--- config.mk ---
export PLATFORM = sky130hd
export DESIGN_NAME = result_serializer_flat
export DESIGN_NICKNAME = d
export VERILOG_FILES = /design/src/rtl/result_serializer_pkg.sv /design/src/rtl/result_serializer_if.sv /design/src/rtl/result_serializer_word_shifter.sv /design/src/rtl/result_serializer.sv /design/src/flat_wrapper.sv
export SDC_FILE = /design/constraint.sdc
export NUM_CORES = 1
export LEC_CHECK = 0
export CORE_UTILIZATION = 30
export DETAILED_ROUTE_END_ITERATION = 8
export PLACE_DENSITY_LB_ADDON = 0.08
export SETUP_SLACK_MARGIN = 0.1
export SYNTH_ARGS = -nofsm -noshare
export SYNTH_HDL_FRONTEND = slang
export SYNTH_SLANG_ARGS = --single-unit
export TNS_END_PERCENT = 100
--- constraint.sdc ---
create_clock -name clk -period 4.2 [get_ports clk]
set_input_delay 0.84 -clock clk [delete_from_list [all_inputs] [get_ports clk]]
set_output_delay 0.84 -clock clk [all_outputs]
set_load 0.05 [all_outputs]
--- src/rtl/result_serializer_pkg.sv ---
// rtl/result_serializer_pkg.sv - shared opcodes, mode field layout and FSM states
package result_serializer_pkg;

    typedef enum logic [3:0] {
        OP_LOAD = 4'h0,
        OP_FWD  = 4'h1,
        OP_BWD  = 4'h2,
        OP_READ = 4'h3
    } opcode_e;

    typedef enum logic [2:0] {
        ST_IDLE,
        ST_FETCH,
        ST_SHIFT,
        ST_DONE,
        ST_ARM
    } state_e;

    localparam int MODE_OP_LSB   = 12;
    localparam int MODE_OP_W     = 4;
    localparam int MODE_CNT_LSB  = 4;
    localparam int MODE_CNT_W    = 8;
    localparam int MODE_BANK_LSB = 0;
    localparam int MODE_BANK_W   = 4;

    // The command carries count-1 so that a full 256-word readout fits in 8 bits.
    function automatic logic [MODE_CNT_W:0] word_count(input logic [MODE_CNT_W-1:0] cnt_m1);
        return {1'b0, cnt_m1} + (MODE_CNT_W + 1)'(1);
    endfunction

endpackage

--- src/rtl/result_serializer_if.sv ---
// rtl/result_serializer_if.sv - result memory read port plus serial output stream
interface result_serializer_if #(
    parameter int DATA_W = 32,
    parameter int ADDR_W = 8
);
    logic                     rd_en;
    logic [ADDR_W-1:0]        rd_addr;
    logic signed [DATA_W-1:0] rd_data;
    logic                     out_ready;
    logic                     out_valid;
    logic                     out_bit;
    logic                     out_last;

    modport master (
        output rd_en, rd_addr, out_valid, out_bit, out_last,
        input  rd_data, out_ready
    );

    modport slave (
        input  rd_en, rd_addr, out_valid, out_bit, out_last,
        output rd_data, out_ready
    );
endinterface

--- src/rtl/result_serializer_word_shifter.sv ---
// rtl/result_serializer_word_shifter.sv - shift register, prefetch holding register and bit counter
module word_shifter #(
    parameter int DATA_W = 32
) (
    input  logic              clk,
    input  logic              reset,
    input  logic              en_i,
    input  logic              rsp_i,
    input  logic [DATA_W-1:0] rsp_data_i,
    input  logic              accept_i,
    output logic              load_o,
    output logic              hold_vld_o,
    output logic              vld_o,
    output logic              bit_o,
    output logic              last_bit_o
);
    localparam int CNT_W = (DATA_W > 1) ? $clog2(DATA_W) : 1;

    logic [DATA_W-1:0] sh_q, sh_d, hold_q, hold_d;
    logic              sh_vld_q, sh_vld_d, hold_vld_q, hold_vld_d;
    logic [CNT_W-1:0]  cnt_q, cnt_d;
    logic              last_bit, take_word;

    assign last_bit   = sh_vld_q && (cnt_q == CNT_W'(DATA_W - 1));
    assign take_word  = !sh_vld_q || (accept_i && last_bit);
    assign load_o     = en_i && take_word && (hold_vld_q || rsp_i);
    assign hold_vld_o = hold_vld_q;
    assign vld_o      = sh_vld_q;
    assign bit_o      = sh_vld_q & sh_q[0];
    assign last_bit_o = last_bit;

    always_comb begin
        sh_d       = sh_q;
        sh_vld_d   = sh_vld_q;
        cnt_d      = cnt_q;
        hold_d     = hold_q;
        hold_vld_d = hold_vld_q;
        if (load_o) begin
            sh_d     = hold_vld_q ? hold_q : rsp_data_i;
            sh_vld_d = 1'b1;
            cnt_d    = '0;
            if (hold_vld_q) begin
                hold_vld_d = 1'b0;
            end
        end else if (en_i && accept_i) begin
            sh_d  = sh_q >> 1;
            cnt_d = cnt_q + CNT_W'(1);
            if (last_bit) begin
                sh_vld_d = 1'b0;
            end
        end
        // rd_data is only valid for one cycle, so a response is parked even while frozen.
        if (rsp_i && !(load_o && !hold_vld_q)) begin
            hold_d     = rsp_data_i;
            hold_vld_d = 1'b1;
        end
    end

    always_ff @(posedge clk or negedge reset) begin
        if (!reset) begin
            sh_q       <= '0;
            sh_vld_q   <= 1'b0;
            cnt_q      <= '0;
            hold_q     <= '0;
            hold_vld_q <= 1'b0;
        end else begin
            sh_q       <= sh_d;
            sh_vld_q   <= sh_vld_d;
            cnt_q      <= cnt_d;
            hold_q     <= hold_d;
            hold_vld_q <= hold_vld_d;
        end
    end
endmodule

--- src/rtl/result_serializer.sv ---
// rtl/result_serializer.sv - reads N result words from memory and streams them out LSB first
module result_serializer
    import result_serializer_pkg::*;
#(
    parameter int DATA_W = 32,
    parameter int ADDR_W = 8
) (
    input  logic                 clk,
    input  logic                 reset,
    input  logic                 enable,
    input  logic [31:0]          mode,
    output logic                 busy,
    output logic                 done,
    result_serializer_if.master  bus
);
    localparam int CW = MODE_CNT_W + 1;

    state_e            state_q, state_d;
    logic [ADDR_W-1:0] addr_q, addr_d;
    logic [CW-1:0]     n_q, n_d, issued_q, issued_d, loaded_q, loaded_d;
    logic              rsp_q;
    logic              start, issue, accept, word_last, opcode_read;
    logic              word_load, hold_vld, sh_vld, sh_bit, sh_last_bit;
    logic              unused_mode_hi;

    assign unused_mode_hi = ^mode[31:16];
    assign opcode_read    = (opcode_e'(mode[MODE_OP_LSB +: MODE_OP_W]) == OP_READ);
    assign start          = enable && opcode_read;

    // At most one word is in flight or parked, so the holding register can never be overrun.
    assign issue = enable && ((state_q == ST_FETCH) || (state_q == ST_SHIFT))
                   && (issued_q < n_q) && !hold_vld && !rsp_q;

    assign accept    = enable && sh_vld && bus.out_ready;
    assign word_last = sh_last_bit && (loaded_q == n_q);

    assign bus.rd_en     = issue;
    assign bus.rd_addr   = addr_q;
    assign bus.out_valid = sh_vld;
    assign bus.out_bit   = sh_bit;
    assign bus.out_last  = word_last;
    assign busy          = (state_q == ST_FETCH) || (state_q == ST_SHIFT);
    assign done          = (state_q == ST_DONE);

    word_shifter #(.DATA_W(DATA_W)) u_word_shifter (
        .clk        (clk),
        .reset      (reset),
        .en_i       (enable),
        .rsp_i      (rsp_q),
        .rsp_data_i (bus.rd_data),
        .accept_i   (accept),
        .load_o     (word_load),
        .hold_vld_o (hold_vld),
        .vld_o      (sh_vld),
        .bit_o      (sh_bit),
        .last_bit_o (sh_last_bit)
    );

    always_comb begin
        state_d  = state_q;
        addr_d   = addr_q;
        n_d      = n_q;
        issued_d = issued_q;
        loaded_d = loaded_q;
        if (issue) begin
            addr_d   = addr_q + ADDR_W'(1);
            issued_d = issued_q + CW'(1);
        end
        if (word_load) begin
            loaded_d = loaded_q + CW'(1);
        end
        case (state_q)
            ST_IDLE: begin
                if (start) begin
                    state_d  = ST_FETCH;
                    n_d      = word_count(mode[MODE_CNT_LSB +: MODE_CNT_W]);
                    addr_d   = ADDR_W'({mode[MODE_BANK_LSB +: MODE_BANK_W], 4'h0});
                    issued_d = '0;
                    loaded_d = '0;
                end
            end
            ST_FETCH: if (word_load)            state_d = ST_SHIFT;
            ST_SHIFT: if (accept && word_last)  state_d = ST_DONE;
            ST_DONE:  if (enable)               state_d = ST_ARM;
            ST_ARM:   if (enable && !opcode_read) state_d = ST_IDLE;
            default:                            state_d = ST_IDLE;
        endcase
    end

    always_ff @(posedge clk or negedge reset) begin
        if (!reset) begin
            state_q  <= ST_IDLE;
            addr_q   <= '0;
            n_q      <= '0;
            issued_q <= '0;
            loaded_q <= '0;
            rsp_q    <= 1'b0;
        end else begin
            state_q  <= state_d;
            addr_q   <= addr_d;
            n_q      <= n_d;
            issued_q <= issued_d;
            loaded_q <= loaded_d;
            rsp_q    <= issue;
        end
    end
endmodule

--- src/flat_wrapper.sv ---
// flat-port wrapper written by rule: the top's interface ports become plain ports
module result_serializer_flat import result_serializer_pkg::*;
#(
    parameter int DATA_W = 32,
    parameter int ADDR_W = 8
)
  (clk, reset, enable, mode, busy, done, bus_rd_en, bus_rd_addr, bus_out_valid, bus_out_bit, bus_out_last, bus_rd_data, bus_out_ready);
  result_serializer_if #(.DATA_W(DATA_W), .ADDR_W(ADDR_W)) bus_i ();
  input  logic clk;
  input  logic reset;
  input  logic enable;
  input  logic [31:0] mode;
  output logic busy;
  output logic done;
  output wire logic [$bits(bus_i.rd_en)-1:0] bus_rd_en;
  output wire logic [$bits(bus_i.rd_addr)-1:0] bus_rd_addr;
  output wire logic [$bits(bus_i.out_valid)-1:0] bus_out_valid;
  output wire logic [$bits(bus_i.out_bit)-1:0] bus_out_bit;
  output wire logic [$bits(bus_i.out_last)-1:0] bus_out_last;
  input wire logic [$bits(bus_i.rd_data)-1:0] bus_rd_data;
  input wire logic [$bits(bus_i.out_ready)-1:0] bus_out_ready;
  assign bus_rd_en = bus_i.rd_en;
  assign bus_rd_addr = bus_i.rd_addr;
  assign bus_out_valid = bus_i.out_valid;
  assign bus_out_bit = bus_i.out_bit;
  assign bus_out_last = bus_i.out_last;
  assign bus_i.rd_data = bus_rd_data;
  assign bus_i.out_ready = bus_out_ready;
  result_serializer #(.DATA_W(DATA_W), .ADDR_W(ADDR_W)) u_core (.clk(clk), .reset(reset), .enable(enable), .mode(mode), .busy(busy), .done(done), .bus(bus_i));
endmodule
Yosys cells after proc, flatten, opt, wreduce, memory -nomap -nowiden:

Cells that the tools add are included.

* add/subtract/negate cells: 5
* $lt $le $gt $ge: 1
* equal/unequal tests: 12
* mux-type cells: 25
* bitwise logic cells: 1
* reductions and logical operators: 32

Operators by type and width (count)
* 32-bit 2-to-1 mux: 3
* 9-bit 2-to-1 mux: 6
* 8-bit 2-to-1 mux: 3
* 9-bit by 1-bit adder with 9-bit output, second input constant: 2
* 1-bit logical AND: 17
* 3-bit 2-to-1 mux: 5
* 3-bit case mux with 5 select lines: 1
* 5-bit 2-to-1 mux: 2
* 8-bit by 1-bit adder with 9-bit output, second input constant: 1
* 9-bit == test: 1
* 9-bit less-than comparator: 1
* 8-bit by 1-bit adder with 8-bit output, second input constant: 1
* 3-bit by 2-bit == test with 1-bit output, second input constant: 2
* 2-bit != test, second input constant: 3
* 2-bit nonzero test: 3
* 5-bit by 1-bit adder with 5-bit output, second input constant: 1
* 5-bit == test, second input constant: 1
* 1-bit logical NOT: 5
* 1-bit 2-to-1 mux: 5
* 5-bit AND reduction: 1
* 4-bit by 2-bit == test with 1-bit output, second input constant: 1
* 2-bit by 1-bit != test with 1-bit output, second input constant: 2
* 2-bit AND reduction: 2
* 3-bit by 1-bit == test with 1-bit output, second input constant: 1
* 4 further kinds: 6

* register bits: 110
* bits of input ports: 68
* output and inout bits: 14
* logic and storage cells: 87

Longest topological paths before layout:

Gate-level depths: netlist (run 1).

* word-level depth: 10
* gate-level depth with buffers: 9
* gate-level depth less buffers: 8

Cells and area by module:

A second synthesis (run 1) with hierarchy kept.

* cell total of the unflattened synthesis: 494
* area, all modules: 5730.5 µm²

Modules (own cells, without submodules)
* word_shifter: times used 1, cells each 246, area each 3428.3 µm², sequential area each 1776.7 µm²
* result_serializer: times used 1, cells each 248, area each 2302.2 µm², sequential area each 975.9 µm²

Least setup slack after synthesis (run 1):

No wires, ideal clock.

* path kind: input to output
* from: input enable
* to: output bus_rd_en
* arrival time: 2.224 ns
* slack: 1.136 ns
* stages on the path: 5
* cell sequence: inv_2 > nor4_4 > nand3_2 > buf_6 > nor2_1

* longest elaborated chain between the ends: 4

Ends and longest elaborated chain
* start, declared: line flat_wrapper.sv:11 `input logic enable;`
* 1-bit logical AND: line result_serializer.sv:31 `assign issue = enable && ((state_q == ST_FETCH) || (state_q == ST_SHIFT))`
* 1-bit logical AND (3 in series): line result_serializer.sv:32 `&& (issued_q < n_q) && !hold_vld && !rsp_q;`
* end, declared: line flat_wrapper.sv:15 `output wire logic [$bits(bus_i.rd_en)-1:0] bus_rd_en;`

No other way between the ends.

Worst setup path in the final report (run 1):

* from: register u_core.u_word_shifter.cnt_q[0]
* to: output bus_out_last

* longest elaborated chain between the ends: 3

Ends and longest elaborated chain
* start, declared: line result_serializer_word_shifter.sv:21 `logic [CNT_W-1:0] cnt_q, cnt_d;`
* start signal, assigned: line result_serializer_word_shifter.sv:69 `cnt_q <= cnt_d;`
* 5-bit == test: line result_serializer_word_shifter.sv:24 `assign last_bit = sh_vld_q && (cnt_q == CNT_W'(DATA_W - 1));`
* 1-bit logical AND: line result_serializer_word_shifter.sv:24
* 1-bit logical AND: line result_serializer.sv:35 `assign word_last = sh_last_bit && (loaded_q == n_q);`
* end, declared: line flat_wrapper.sv:19 `output wire logic [$bits(bus_i.out_last)-1:0] bus_out_last;`

No other way between the ends.

==> flow_metrics.py, run 1 <==
metrics = {
    "run_status": {
        "status": "finished clean",
    },
    "clock_network": {
        "cts_hold_buf": 0,
        "postCtsSetupRepairBufs": 0,
        "clk_pin_slew_ns": 0.08,
        "clock_sink_count": 110,
        "cts_tree": "done",
        "cts_made_buffers": 9,
        "clk_latency_ns": 0.36,
        "cts_resized": 0,
        "cts_buffer_depth": 2,
        "ctsRootBufferMaster": "clkbuf_16",
        "h-tree-depth": 3,
    },
    "job": {
        "max_cap_violations": 0,
    },
    "synthesis": {
        "synth_top_area_share_pct": 48.4,
        "synth_xor_area_share_pct": 4.01,
        "synthAdderAreaFrac_pct": 3.26,
        "synth-compound-area-share_pct": 14.0,
        "async_reset_ff_share_pct": 100,
        "yosysTopAreaCell": "dfrtp_1",
        "ys.warnings.count": 0,
        "synth_mux_area_share_pct": 7.05,
        "synthSimpleGateAreaFrac_pct": 19.2,
        "mappedNetlistNets": 664,
        "synth_edf_count": 0,
        "synth.cell_area_um2": 5680,
        "ys_top_cells_by_area": "dfrtp_1 48%, nand2_1 6.5%, mux2_2 6.3%, a211oi_1 4.2%, a31oi_1 3.6%",
        "ys.flop_type": "dfrtp_1",
        "ys_seq_elements": 110,
        "synth_cell_type_count": 49,
        "synth_top_family_by_area": "simple AND/OR/NAND/NOR gates",
        "syn_area_per_cell_um2": 9.76,
        "yosysSeqAreaShare_pct": 48.4,
        "synth_common_cells": "110 x dfrtp_1, 99 x nand2_1, 33 x a31oi_1",
        "syn_inst": 582,
        "yosysMostFrequentCell": "dfrtp_1",
    },
    "sta": {
        "skew_ns": 0.00785,
        "slew-limit-headroom_pct": 44.2,
        "hold_viol_final": 0,
        "period_minus_slack_ns": 3.70,
        "drv_slew": 0,
        "tns_ns": 0,
        "tightestPinTransition_ns": 0.834,
        "hold_slack_ns": 0.508,
        "fmax_mhz": 270,
        "worst_slack_ns": 0.500,
        "min_period_over_period_pct": 88.1,
        "grt_setup_unrepaired": "no",
        "setup_violations": 0,
    },
    "cells_and_area": {
        "final_nets": 713,
        "area_delta_synth_final_pct": 20.7,
        "regArea_um2": 2750,
        "multi_input_area_um2": 2710,
        "layout-drive-gt1-share_pct": 11.5,
        "diodes": 0,
        "final_cells": 865,
        "final.fill_count": 1818,
    },
    "worst_setup_path": {
        "path_max_fanout": 3,
        "start_kind": "register",
        "endpoint_kind": "output port",
        "arrival_ns": 2.86,
        "crit_type": "reg2out",
        "crit_required_ns": 3.36,
    },
    "place": {
        "io_buffers": 65,
        "place.gp.congestion": 0.775,
        "hpwl_mm": 8.78,
        "place_inst": 849,
        "post-place-ws_ns": 0.910,
    },
    "floorplan": {
        "die_x_um": 140,
        "ios": 82,
        "row_count": 49,
        "core_area_um2": 18300,
        "start_util_pct": 31.1,
        "dieArea_um2": 19500,
        "die_h_um": 140,
    },
    "route": {
        "vias_per_cell": 5.09,
        "vias": 4407,
        "drt_wl_total_mm": 13.4,
        "dr.pass1.iters": 4,
        "drt-initial-drc-count": 215,
        "antenna_left": 0,
        "post-route-drc-count": 0,
        "wl_per_cell_um": 15.5,
    },
    "grt": {
        "grtUsageTotal_pct": 14.6,
        "antenna_found_initial": 0,
        "grt-ovfl-total": 0,
        "grt_start_max_net_pins": 68,
        "grt_pass1_vias": 4513,
        "grt_first_pass_wirelength_mm": 22.7,
    },
    "power_and_ir_drop": {
        "power_density_nw_per_um2": 616,
        "vdd_drop_max_uv": 244,
        "p_leak_uw": 0.00284,
    },
    "worst_hold_path": {
        "worstHoldPathType": "reg2reg",
    },
}
[stage by stage]
step | utilization [%] | area, um^2 | power, uW
floorplan | - | 5680 | 2910
global placement | 35.9 | 6550 | 3320
detailed placement | 35.9 | 6550 | 3360
CTS | 37.5 | 6860 | 4300
global route | 37.5 | 6860 | 4550
finish | 37.5 | 6860 | 4220
[registers in the layout, summed over array words and instances (netlist names)]
| register | cells |
|---|---|
| u_core.n_q | 9 |
| u_core.u_word_shifter.hold_q | 32 |
| u_core.state_q | 3 |
| u_core.u_word_shifter.sh_q | 32 |
| u_core.u_word_shifter.hold_vld_o | 1 |
| u_core.u_word_shifter.cnt_q | 5 |
| u_core.issued_q | 9 |
| u_core.bus.rd_addr | 8 |
| u_core.loaded_q | 9 |
| u_core.rsp_q | 1 |
| u_core.u_word_shifter.vld_o | 1 |
[cell usage in the layout, fill, tap and decap left out, drive strengths merged, types with 2 or more instances in the layout]
master,count
buf,15
nor2b,32
dfrtp,110
o311ai,3
clkdlybuf4s50,63
a22oi,2
xor2,10
a211oi,32
a211o,2
or3,3
and3,9
inv,14
nor3,6
xnor2,16
nor2,24
clkbuf,10
o31ai,5
a31oi,33
nand2b,2
nor4,2
ha,14
nand4,11
o211ai,3
nand2,99
a21oi,13
a31o,2
or4,6
mux2,32
o21ai,19
nand3,25
mux2i,4
and2,2
[layer usage]
layer	track usage (%)	part of all wire (%)	vias to the layer above
met5	0	0	-
met4	4.34	0.77	0
met3	2.75	2.8	8
met2	24.4	48	63
met1	19.2	48	2165
li1	-	-	2171
[critical path: stages, from the launching register on]
cell             delay [ns]
dfrtp_1                0.39
ha_1                   0.17
and3_1                 0.19
ha_1                   0.20
nand3_1                0.10
nor3_1                 0.53
clkdlybuf4s50_1        0.92
[layout make-up]
class | count | area share [%]
Sequential cell | 110 | 40.2
Multi-Input combinational cell | 421 | 39.6
Timing Repair Buffer | 78 | 11.0
Tap cell | 229 | 4.18
Clock buffer | 10 | 3.34
Clock inverter | 6 | 1.13
Inverter | 11 | 0.602
[worst paths after layout]
path                                                               from                                      endpoint  slack (ns)  cells past startpoint
max                          u_core.u_word_shifter.cnt_q[0]$_DFFE_PN0P_                                  bus_out_last        0.50                      6
min                        u_core.u_word_shifter.hold_q[12]$_DFFE_PN0P_  u_core.u_word_shifter.hold_q[12]$_DFFE_PN0P_        0.51                      1
max reg2reg                  u_core.u_word_shifter.cnt_q[0]$_DFFE_PN0P_  u_core.u_word_shifter.hold_q[16]$_DFFE_PN0P_        1.65                      8
min reg2reg                u_core.u_word_shifter.hold_q[12]$_DFFE_PN0P_  u_core.u_word_shifter.hold_q[12]$_DFFE_PN0P_        0.51                      1
max in group asynchronous                                         reset    u_core.u_word_shifter.sh_q[23]$_DFFE_PN0P_        2.71                      2
min in group asynchronous                                         reset   u_core.u_word_shifter.hold_q[9]$_DFFE_PN0P_        0.56                      1
[cells by family after synthesis]
logic type	after synthesis
buffers and inverters	51
multiplexers	36
AO/OA/AOI/OAI	120
XOR/XNOR	26
flip-flops	110
AND/OR/NAND/NOR	224
adder cells (fa/ha/maj)	15
[where the power goes]
group	internal [uW]	switching (uW)	leakage (uW)	total, uW
Clock	476	429	0.000147	905
Combinational	670	832	0.00132	1500
Sequential	1500	313	0.00137	1810
(Power assumes the default switching activity.)
==> run 2, diff against run 1 <==
--- a/config.mk
+++ b/config.mk
@@ -5,6 +5,7 @@
 export SDC_FILE = /design/constraint.sdc
 export NUM_CORES = 1
 export LEC_CHECK = 0
+export CORE_MARGIN = 3
 export CORE_UTILIZATION = 30
 export DETAILED_ROUTE_END_ITERATION = 8
 export PLACE_DENSITY_LB_ADDON = 0.08
==> run 2 against run 1 <==
  * Clock skew increased by 0.0023 ns
  * Register-to-register slack improved by 0.08 ns
  * Sequential share of layout area about the same
  * Global-route usage decreased by 0.52 points
  * Combinational power about the same
  * Via count decreased by 1.0%
  * Worst setup slack improved by 0.080 ns
  * Total power about the same
  * Sequential power about the same
  * Critical endpoint unchanged
  * Largest power group unchanged
==> flow_metrics.py, run 2 (synthesis gave the netlist of run 1 again) <==
metrics = {
    "grt": {
        "grtUsageTotal_pct": 14.1,
        "grt_pass1_vias": 4568,
        "grt_start_max_net_pins": 68,
        "grt_first_pass_wirelength_mm": 23.2,
        "antenna_found_initial": 1,
        "grt-ovfl-total": 0,
    },
    "floorplan": {
        "ios": 82,
        "dieArea_um2": 20600,
        "die_x_um": 144,
        "row_count": 49,
        "core_area_um2": 18300,
        "die_h_um": 144,
        "start_util_pct": 31.1,
    },
    "power_and_ir_drop": {
        "power_switching_uw": 1580,
        "combPwrFrac_pct": 35.7,
        "vdd_drop_max_uv": 236,
        "p_clk_share_pct": 21.2,
        "power_density_nw_per_um2": 615,
        "p_leak_uw": 0.00284,
        "finalPower_uw": 4220,
        "internal_power_uw": 2650,
        "p_sw_share_pct": 37.3,
        "p_seq_share_pct": 43.2,
    },
    "sta": {
        "grt_setup_unrepaired": "no",
        "tightestPinTransition_ns": 0.887,
        "min_period_over_period_pct": 86.2,
        "period_minus_slack_ns": 3.62,
        "drv_slew": 0,
        "setup_violations": 0,
        "skew_ns": 0.0102,
        "tns_ns": 0,
        "slew-limit-headroom_pct": 40.9,
        "hold_viol_final": 0,
        "fmax_mhz": 276,
    },
    "cells_and_area": {
        "diodes": 0,
        "layout_commonest_cell": "dfrtp_1",
        "area_delta_synth_final_pct": 20.7,
        "final_cell_mix": "109 x dfrtp_1, 99 x nand2_1, 63 x clkdlybuf4s50_1",
        "layout-drive-gt1-share_pct": 11.5,
        "regArea_um2": 2750,
        "multi_input_area_um2": 2710,
        "largest_registers": "u_core.u_word_shifter.hold_q x32, u_core.u_word_shifter.sh_q x32",
        "final.fill_count": 1840,
        "final_nets": 712,
    },
    "clock_network": {
        "postCtsSetupRepairBufs": 0,
        "cts_buffer_depth": 2,
        "cts_tree": "done",
        "ctsRootBufferMaster": "clkbuf_16",
        "cts_hold_buf": 0,
        "cts_made_buffers": 9,
        "clk_pin_slew_ns": 0.08,
        "h-tree-depth": 3,
        "cts_resized": 0,
        "clock_sink_count": 110,
        "clk_latency_ns": 0.36,
    },
    "route": {
        "vias_per_cell": 5.05,
        "drt_wl_total_mm": 13.6,
        "wl_per_cell_um": 15.8,
        "antenna_left": 0,
        "vias": 4363,
        "drt-initial-drc-count": 201,
        "dr.pass1.iters": 4,
        "post-route-drc-count": 0,
    },
    "place": {
        "hpwl_mm": 8.94,
        "place.gp.congestion": 0.768,
        "io_buffers": 65,
    },
    "job": {
        "max_cap_violations": 0,
    },
    "worst_setup_path": {
        "rrSetupSlack_ns": 1.73,
        "crit_required_ns": 3.36,
        "crit_type": "reg2out",
        "path_max_fanout": 3,
        "start_kind": "register",
        "arrival_ns": 2.78,
        "endpoint_kind": "output port",
    },
    "worst_hold_path": {
        "worstHoldPathType": "reg2reg",
    },
    "run_status": {
        "status": "finished clean",
    },
}
[run 2: cell count changes in the layout (fill, tap and decap cells not counted)]
| cell | before | now |
|---|---|---|
| clkinvlp_4 | 1 | 0 |
| clkinv_4 | 1 | 2 |
| clkbuf_1 | 1 | 0 |
| clkinv_2 | 0 | 2 |
| buf_12 | 1 | 2 |
| buf_4 | 14 | 12 |
| inv_6 | 1 | 0 |
[run 2: cell type report]
class                   count  share of cell area (%)
repair buffers             77                    11.1
multi-input cells         421                    39.5
flip-flops and latches    110                    40.1
clock inverters             7                    1.17
clock buffers               9                    3.28
well taps                 229                    4.18
inverters                  11                   0.602
[run 2: through the flow]
| stage | area (um^2) | hold WS [ns] | setup WS [ns] | cells | util (%) |
|---|---|---|---|---|---|
| 6_report | 6860 | 0.510 | 0.580 | 864 | 37.5 |
| 3_5_place_dp | 6560 | 0.493 | 0.807 | 848 | 35.9 |
| 3_3_place_gp | 6560 | 0.487 | 0.834 | 848 | 35.9 |
| 4_1_cts | 6860 | 0.512 | 0.545 | 864 | 37.5 |
| 5_1_grt | 6860 | 0.521 | 0.470 | 864 | 37.5 |
| 2_1_floorplan | 5680 | 0.469 | 1.14 | 582 | - |
[run 2: worst max-delay path: stages (launching register included)]
cell             delay [ns]
dfrtp_1                0.40
ha_1                   0.19
and3_1                 0.19
ha_1                   0.20
nand3_1                0.09
nor3_1                 0.44
clkdlybuf4s50_1        0.91
[run 2: path summary, 6_finish.rpt]
kind | start | endpoint | cells after the start
worst max register to register | u_core.u_word_shifter.cnt_q[0]$_DFFE_PN0P_ | u_core.state_q[0]$_DFFE_PN0P_ | 9
min in group asynchronous | reset | u_core.u_word_shifter.sh_q[10]$_DFFE_PN0P_ | 1
worst min register to register | u_core.u_word_shifter.hold_q[28]$_DFFE_PN0P_ | u_core.u_word_shifter.hold_q[28]$_DFFE_PN0P_ | 1
max in group asynchronous | reset | u_core.issued_q[5]$_DFF_PN0_ | 2
worst min-delay path | u_core.u_word_shifter.hold_q[28]$_DFFE_PN0P_ | u_core.u_word_shifter.hold_q[28]$_DFFE_PN0P_ | 1
worst max-delay path | u_core.u_word_shifter.cnt_q[0]$_DFFE_PN0P_ | bus_out_last | 6
[run 2: metal layers]
metal / vias up / GRT usage, % / routed length [um]
li1: 2167 / - / -
met1: 2128 / 17.9 / 6390
met2: 52 / 23.8 / 6620
met3: 14 / 2.90 / 445
met4: 2 / 4.81 / 177
met5: - / 0 / 13
[run 2: power by group through the flow]
stage               Sequential (uW)  Combinational [uW]  Clock [uW]
global placement               1830                1500           0
finish                         1820                1510         893
CTS                            1830                1530         932
detailed placement             1840                1530           0
floorplan                      1840                1070           0
global route                   1890                1700         975
==> run 3, diff against run 2 <==
--- a/config.mk
+++ b/config.mk
@@ -8,6 +8,7 @@
 export CORE_MARGIN = 3
 export CORE_UTILIZATION = 30
 export DETAILED_ROUTE_END_ITERATION = 8
+export HOLD_SLACK_MARGIN = 0.08
 export PLACE_DENSITY_LB_ADDON = 0.08
 export SETUP_SLACK_MARGIN = 0.1
 export SYNTH_ARGS = -nofsm -noshare
==> results of run 3 <==
Final layout, timing and power as in run 2 (identical DEF).
